<file path="config.mk">
export PLATFORM = sky130hd
export DESIGN_NAME = digit_select_ctrl
export DESIGN_NICKNAME = d
export VERILOG_FILES = /design/src/rtl/digit_select_ctrl.sv
export SDC_FILE = /design/constraint.sdc
export NUM_CORES = 1
export LEC_CHECK = 0
export CAP_MARGIN = 20
export CELL_PAD_IN_SITES_DETAIL_PLACEMENT = 0
export CELL_PAD_IN_SITES_GLOBAL_PLACEMENT = 1
export CORE_MARGIN = 4
export CORE_UTILIZATION = 35
export CTS_CLUSTER_DIAMETER = 40
export DETAILED_ROUTE_END_ITERATION = 12
export PLACE_DENSITY_LB_ADDON = 0.1
export RECOVER_POWER = 50
export SKIP_LAST_GASP = 1
export SYNTH_ARGS = -nofsm -noshare
export SYNTH_HDL_FRONTEND = slang
export SYNTH_SLANG_ARGS = --single-unit
</file>
<file path="constraint.sdc">
create_clock -name clk -period 2.2 [get_ports clk]
set_clock_uncertainty 0.2 [all_clocks]
set_input_delay 0.22 -clock clk [delete_from_list [all_inputs] [get_ports clk]]
set_output_delay 0.22 -clock clk [all_outputs]
set_load 0.005 [all_outputs]
</file>
<file path="src/rtl/digit_select_ctrl.sv">
// -----------------------------------------------------------------------------
// digit_select_ctrl
//
// Sequencing controller around a 4-way single-nonzero digit decoder.
// On an accepted start the four operands are latched. Each CHECK cycle looks
// at the low DIGIT bits of every operand. The job stops on the first round in
// which exactly one operand has a nonzero low digit, and that operand's index
// is reported. Otherwise all operands shift right by DIGIT and the round is
// retried. The job gives up after MAX_ROUNDS rounds.
//
// Optional feature (macro DIGIT_SELECT_EARLY_FAIL_EN):
//   When defined, a round in which every operand register is entirely zero
//   fails at once instead of running on to the last round. Success results
//   are the same with or without the macro.
//
// Ports:
//   clk            rising-edge clock
//   rst_n          asynchronous active-low reset; discards any in-flight job
//   start          request, sampled only in IDLE
//   a1..a4         operands, latched when start is accepted
//   busy           high from the cycle after start is accepted until ack
//   valid          result available, held until ack
//   found          1 = unique nonzero digit found, 0 = failure
//   idx            winning operand (a1=0 .. a4=3), 0 on failure
//   rounds         index of the deciding round (shift count applied)
//   ack            consumer accepts the result, sampled only while valid
// -----------------------------------------------------------------------------
module digit_select_ctrl #(
    parameter int WIDTH      = 32,
    parameter int DIGIT      = 5,
    parameter int MAX_ROUNDS = 7,
    parameter int RW         = 3
) (
    input  logic             clk,
    input  logic             rst_n,
    input  logic             start,
    input  logic [WIDTH-1:0] a1,
    input  logic [WIDTH-1:0] a2,
    input  logic [WIDTH-1:0] a3,
    input  logic [WIDTH-1:0] a4,
    output logic             busy,
    output logic             valid,
    output logic             found,
    output logic [1:0]       idx,
    output logic [RW-1:0]    rounds,
    input  logic             ack
);

    typedef enum logic [1:0] {
        IDLE  = 2'd0,
        CHECK = 2'd1,
        DONE  = 2'd2
    } state_t;

    state_t           state;
    logic [WIDTH-1:0] r [4];
    logic [RW-1:0]    round;

    // Per-round decode of the operand registers.
    logic [3:0] nz;
    logic       unique_nz;
    logic [1:0] win_idx;
    logic       last_round;
    logic       early_fail;

    // NOTE: every signal driven here gets a default first, so no path can
    // leave it unassigned and infer a latch.
    always_comb begin
        nz      = '0;
        win_idx = 2'd0;
        for (int i = 0; i < 4; i++) begin
            nz[i] = |r[i][DIGIT-1:0];
        end
        // Exactly one bit set: nonzero and clearing the lowest set bit leaves 0.
        unique_nz = (nz != 4'd0) && ((nz & (nz - 4'd1)) == 4'd0);
        case (nz)
            4'b0001: win_idx = 2'd0;
            4'b0010: win_idx = 2'd1;
            4'b0100: win_idx = 2'd2;
            default: win_idx = 2'd3;
        endcase
    end

    assign last_round = (round == RW'(MAX_ROUNDS - 1));

`ifdef DIGIT_SELECT_EARLY_FAIL_EN
    // Nothing left to shift in: no later round can find a nonzero digit.
    assign early_fail = (r[0] == '0) && (r[1] == '0) && (r[2] == '0) && (r[3] == '0);
`else
    assign early_fail = 1'b0;
`endif

    // NOTE: sequential state uses non-blocking assignments only, so every
    // register sees the pre-edge value of every other register.
    always_ff @(posedge clk or negedge rst_n) begin
        if (!rst_n) begin
            state  <= IDLE;
            round  <= '0;
            busy   <= 1'b0;
            valid  <= 1'b0;
            found  <= 1'b0;
            idx    <= 2'd0;
            rounds <= '0;
            // NOTE: the operand registers are cleared on reset too; a reset
            // abandons the job and leaves no stale operands behind.
            for (int i = 0; i < 4; i++) begin
                r[i] <= '0;
            end
        end else begin
            case (state)
                IDLE: begin
                    if (start) begin
                        r[0]  <= a1;
                        r[1]  <= a2;
                        r[2]  <= a3;
                        r[3]  <= a4;
                        round <= '0;
                        busy  <= 1'b1;
                        state <= CHECK;
                    end
                end

                CHECK: begin
                    if (unique_nz) begin
                        found  <= 1'b1;
                        idx    <= win_idx;
                        rounds <= round;
                        valid  <= 1'b1;
                        state  <= DONE;
                    end else if (last_round || early_fail) begin
                        found  <= 1'b0;
                        idx    <= 2'd0;
                        rounds <= round;
                        valid  <= 1'b1;
                        state  <= DONE;
                    end else begin
                        for (int i = 0; i < 4; i++) begin
                            r[i] <= r[i] >> DIGIT;
                        end
                        round <= round + 1'b1;
                    end
                end

                DONE: begin
                    // A start arriving with ack is dropped; only ack matters here.
                    if (ack) begin
                        valid <= 1'b0;
                        busy  <= 1'b0;
                        state <= IDLE;
                    end
                end

                default: state <= IDLE;
            endcase
        end
    end

endmodule

</file>
==> impl_metrics.json, run 1 <==
{
  "status": "finished, violations left",
  "violations": "setup timing",
  "clk_path_buf_depth": 2,
  "crit_path_end_kind": "register",
  "wl_per_cell_um": 19.8,
  "grt-ovfl-total": 0,
  "worst_pin_slew_ns": 1.43,
  "clockRootBuffer": "clkbuf_16",
  "die_w_um": 145,
  "drtIter0Drc": 352,
  "cts.clk_slew.worst_paths_ns": 0.06,
  "syn_inst": 733,
  "cp.arrival_ns": 2.36,
  "port_buffers": 139,
  "worstRegToRegCells": 9,
  "period_share_pct": 103,
  "grt_max_degree": 92,
  "critPathKind": "register to register",
  "maxCapViolCount": 0,
  "startpoint_type": "register",
  "drt-total-wl_mm": 22.5,
  "irDropWorstVdd_mv": 0.919,
  "met1_usage_pct": 26.5,
  "drv_slew": 0,
  "synthesis.area_per_instance_um2": 8.94,
  "p_leak_nw": 4.13,
  "final_util_pct": 54.4,
  "reg2reg_slack_ns": -0.06,
  "track_usage_pct": 19.9,
  "ys.flop_type": "dfrtp_1",
  "grt_pass1_wl_mm": 32.4,
  "rows": 49,
  "setup_tns_ns": -3.48,
  "critPathMaxFanout": 13,
  "h-tree-depth": 4,
  "via_count": 6227,
  "worstReg2RegStart": "r[97]",
  "grt_pass1_vias": 6250,
  "power_density_nw_per_um2": 1470,
  "drive_gt1_share_pct": 23.5,
  "hold_start": "a1[23]",
  "grt.busiest_layer": "met2",
  "ant_nets": 0,
  "yosysWarnings": 0,
  "synthArstFlopShare_pct": 100,
  "whs_ns": 0.155,
  "first_pass_iters": 4,
  "initial_utilization_pct": 36.0,
  "setup_ws_ns": -0.0641,
  "rsz0062_at_grt": "yes",
  "timing.fmax_ghz": 0.442,
  "synth_edf_count": 0,
  "cts_buffers": 17,
  "yosysUniqueCellTypes": 34,
  "syn_to_final_growth_pct": 51.1,
  "ys_seq_elements": 141,
  "place_hpwl_mm": 12.5,
  "seq_area_um2": 3530,
  "p_total_w": 0.0146,
  "holdPathStages": 3,
  "final_common_cell": "nand2_1",
  "clock_latency_ns": 0.42,
  "cts.sinks": 141,
  "cts_tree": "done",
  "gp_congestion": 0.762,
  "die_area_um2": 21000,
  "viasPerCell": 5.50,
  "drc": 0,
  "relSlewSlack_pct": 4.93,
  "use_met3_pct": 5.03,
  "netlist_area_um2": 6550,
  "hold_violations": 0,
  "min_to": "r[119]",
  "ys_seq_area_share_pct": 53.8,
  "reg2reg_to": "r[43]",
  "cp.required_ns": 2.30,
  "syn_nets": 867,
  "ios": 140,
  "core_um2": 18200,
  "hp-class": "input pin to register",
  "diodes": 0,
  "multiInputGateArea_um2": 3120,
  "layout_min_cycle_time_ns": 2.26,
  "setup_viol": 112,
  "grtUsageMet2_pct": 32.8,
  "antenna_found_initial": 0,
  "die_h_um": 145,
  "mostFrequentLayoutCells": "nand2_1, dfrtp_1, clkdlybuf4s50_1",
  "nNetsFinal": 1028,
  "fillCellCount": 1667
}
-- synthesized netlist by cell type (all sizes together) (2+ instances only) --
cell type  instances  area (um2)
a21oi            111         556
a22o              20         175
a311oi             3        26.3
a31oi            108         676
a32o               2        20.0
and2               4        25.0
buf               22         198
clkbuf            47         176
dfrtp            141        3530
ha                 2        25.0
inv                5        18.8
mux2               3        33.8
nand2            225         852
nand4              2        12.5
nor2               9        33.8
nor3               7        45.0
nor4               3        18.8
o21ai              6        30.0
xnor2              4        35.0
-- worst max path at each step --
| stage | startpoint | cells after the start | end |
|---|---|---|---|
| 2_1_floorplan | r[33] | 7 | rounds[0] |
| 3_3_place_gp | r[97] | 9 | r[20] |
| 3_5_place_dp | r[97] | 9 | r[32] |
| 4_1_cts | r[99] | 9 | rounds[1] |
| 5_1_grt | r[97] | 9 | r[90] |
| 6_report | r[97] | 9 | r[43] |
-- stage by stage --
stage	cell area [um2]	cells	setup WS (ns)
after floorplan	6550	733	0.0123
after global placement	8390	1082	-0.225
after detailed placement	8390	1082	-0.230
after CTS	9270	1118	-0.0526
after global routing	9900	1133	-0.112
final	9900	1133	-0.0641
-- sequential cells by signal (all words and copies together), names as in the netlist --
name / flops
found: 1
r: 128
rounds: 3
state: 2
busy: 1
round: 3
valid: 1
idx: 2
-- metal layers --
metal	wire, um	vias up	share of wire, %
li1	-	2912	-
met1	10200	3101	45
met2	10800	191	48
met3	1220	23	5.4
met4	273	0	1.2
met5	0	-	0
-- where the power goes --
group,switching [W],internal [W]
registers,0.000814,0.00384
clock network,0.00109,0.00180
logic,0.00387,0.00318
-- critical path, cell delays in order, from the launching register on --
cell and delay [ns]:
dfrtp_1 0.41, nor3_4 0.25, buf_6 0.14, and2_4 0.15, nand4_1 0.15, a21o_4 0.28, buf_12 0.17, clkbuf_16 0.19
a21oi_2 0.13, a31oi_1 0.05
-- cell families after synthesis --
logic type / count (synthesis) / share of synthesized area, %
fa+ha+maj: 2 / 0.382
flops: 141 / 53.8
mux: 4 / 0.668
compound gates: 254 / 23.1
buf+inv: 74 / 6.00
xor+xnor: 4 / 0.535
simple gates: 254 / 15.4
-- repair_timing --
item                                   4_1_cts  5_1_grt
gates cloned                                 5       11
resized for setup                           38       93
hold buffers                                 1        0
buffers inserted                             1        4
setup endpoints to repair                  138      129
endpoints found under the hold margin       50        0
pin swaps                                    5       13
-- cell type report --
| class | instances | share of cell area, % |
|---|---|---|
| flip-flops and latches | 141 | 35.6 |
| multi-input cells | 518 | 31.5 |
| repair buffers | 211 | 23.8 |
| clock buffers | 23 | 5.03 |
| well taps | 229 | 2.89 |
| clock inverters | 6 | 0.859 |
| inverters | 5 | 0.316 |
No activity file was read; power rests on OpenSTA's default activity.
==> run 2: changes to the inputs <==
--- a/config.mk
+++ b/config.mk
@@ -5,14 +5,13 @@
 export SDC_FILE = /design/constraint.sdc
 export NUM_CORES = 1
 export LEC_CHECK = 0
-export CAP_MARGIN = 20
 export CELL_PAD_IN_SITES_DETAIL_PLACEMENT = 0
 export CELL_PAD_IN_SITES_GLOBAL_PLACEMENT = 1
 export CORE_MARGIN = 4
 export CORE_UTILIZATION = 35
 export CTS_CLUSTER_DIAMETER = 40
 export DETAILED_ROUTE_END_ITERATION = 12
-export PLACE_DENSITY_LB_ADDON = 0.1
+export PLACE_DENSITY = 0.81
 export RECOVER_POWER = 50
 export SKIP_LAST_GASP = 1
 export SYNTH_ARGS = -nofsm -noshare
==> run 2 against run 1 <==
Effect of this change: flip-flop and latch count unchanged; cell count increased by 0.26%; utilization increased by 1.1 points; via count decreased by 1.1%; first-iteration DRC count decreased by 15%; worst setup slack improved by 0.022 ns; critical path type unchanged; sequential share of layout area decreased by 0.73 points; highest routed layer unchanged; the run still ends with setup timing left; clock-buffer cell count decreased by 4; global-route usage decreased by 2.0 points; critical path depth decreased by 1; non-clock buffer count increased by 1; worst hold slack improved by 0.010 ns.
==> impl_metrics.json, run 2 (synthesized netlist as in run 1, its figures left out) <==
{
  "fillCellCount": 1636,
  "setup_ws_ns": -0.0423,
  "rows": 49,
  "wl_per_cell_um": 19.3,
  "rsz0062_at_grt": "yes",
  "period_share_pct": 102,
  "largest_reg_flops": 128,
  "layout_min_cycle_time_ns": 2.24,
  "cp.required_ns": 2.29,
  "antenna_found_initial": 0,
  "die_w_um": 145,
  "grt_max_degree": 56,
  "hold_violations": 0,
  "first_pass_iters": 5,
  "violations": "setup timing",
  "critPathKind": "register to register",
  "irDropWorstVdd_mv": 0.817,
  "h-tree-depth": 4,
  "cts_buffers": 17,
  "seq_area_um2": 3530,
  "whs_ns": 0.165,
  "initial_utilization_pct": 36.0,
  "timing.fmax_ghz": 0.446,
  "ant_nets": 0,
  "grt_pass1_vias": 5800,
  "p_leak_nw": 4.21,
  "hp-class": "input pin to register",
  "fin_area_um2": 10100,
  "clk_path_buf_depth": 2,
  "clock_latency_ns": 0.41,
  "final_util_pct": 55.5,
  "drc": 0,
  "drtIter0Drc": 299,
  "syn_to_final_growth_pct": 54.3,
  "multiInputGateArea_um2": 3150,
  "gp_congestion": 0.802,
  "maxCapViolCount": 0,
  "port_buffers": 139,
  "cts.sinks": 141,
  "place_area_um2": 8400,
  "setup_viol": 55,
  "nNetsFinal": 1029,
  "reg_top3": "r (128), round (3), rounds (3)",
  "cts.clk_slew.worst_paths_ns": 0.06,
  "startpoint_type": "register",
  "core_um2": 18200,
  "ios": 140,
  "die_area_um2": 21000,
  "place_hpwl_mm": 12.1,
  "mostFrequentLayoutCells": "nand2_1, dfrtp_1, clkdlybuf4s50_1",
  "grt-ovfl-total": 0,
  "die_h_um": 145,
  "relSlewSlack_pct": 12.4,
  "track_usage_pct": 17.8,
  "worst_pin_slew_ns": 1.31,
  "via_count": 6157,
  "final_common_cell": "nand2_1",
  "power_density_nw_per_um2": 1460,
  "status": "finished, violations left",
  "viasPerCell": 5.42,
  "p_total_w": 0.0147,
  "cp.arrival_ns": 2.33,
  "crit_path_end_kind": "register",
  "drive_gt1_share_pct": 22.8,
  "largest-register": "r",
  "drt-total-wl_mm": 21.9,
  "grt_pass1_wl_mm": 29.5,
  "drv_slew": 0,
  "cts_tree": "done",
  "critPathMaxFanout": 17,
  "pre_cts_slack_ns": -0.0641,
  "clockRootBuffer": "clkbuf_16",
  "diodes": 0
}
[run 2: worst max-delay path, stage by stage (launching register included)]
cell,delay (ns)
dfrtp_1,0.41
nor3_2,0.25
and2_4,0.22
xnor2_2,0.08
o31a_4,0.38
buf_12,0.18
buf_12,0.16
a21oi_1,0.16
a31oi_1,0.05
[run 2: power by group]
| group | total (W) | internal [W] | leakage (nW) | switching [W] |
|---|---|---|---|---|
| sequential | 0.00464 | 0.00384 | 1.72 | 0.000802 |
| combinational | 0.00704 | 0.00329 | 2.18 | 0.00375 |
| clock | 0.00303 | 0.00194 | 0.304 | 0.00109 |
| total | 0.0147 | 0.00907 | 4.21 | 0.00564 |
[run 2: through the flow]
stage / setup TNS, ns / instances
4_1_cts: -0.00749 / 1108
3_5_place_dp: -3.91 / 1075
6_report: -0.879 / 1136
3_3_place_gp: -3.90 / 1075
2_1_floorplan: 0 / 733
5_1_grt: -6.12 / 1136
[run 2: worst paths after layout]
kind / start / to / slack (ns) / cells past startpoint
max: r[67] / r[74] / -0.04 / 8
min: a4[15] / r[15] / 0.17 / 3
max reg2reg: r[67] / r[74] / -0.04 / 8
min reg2reg: r[30] / r[30] / 0.31 / 1
max in group asynchronous: rst_n / r[117] / 0.30 / 3
min in group asynchronous: rst_n / r[74] / 0.45 / 2
[run 2: layout make-up]
class	instances	share of cell area, %
clock inverter	12	1.67
inverter	5	0.235
tap	229	2.83
timing repair buffer	212	24.8
clock buffer	19	4.48
multi-input combinational	518	31.1
sequential	141	34.9
[run 2: what timing repair did]
item / in CTS / in global routing
hold endpoints to repair: 106 / 0
cloned: 1 / 25
gates resized for setup: 8 / 119
setup endpoints to repair: 129 / 137
setup buffers: 0 / 4
pin swaps: 0 / 21
hold buffers: 1 / 0
[run 2: layer usage]
layer	track usage (%)	part of all wire, %	vias to the layer above
met5	0	0	-
met4	4.32	0.84	0
met2	28.6	48	176
li1	-	-	2924
met1	24.4	46	3041
met3	4.50	5.6	16
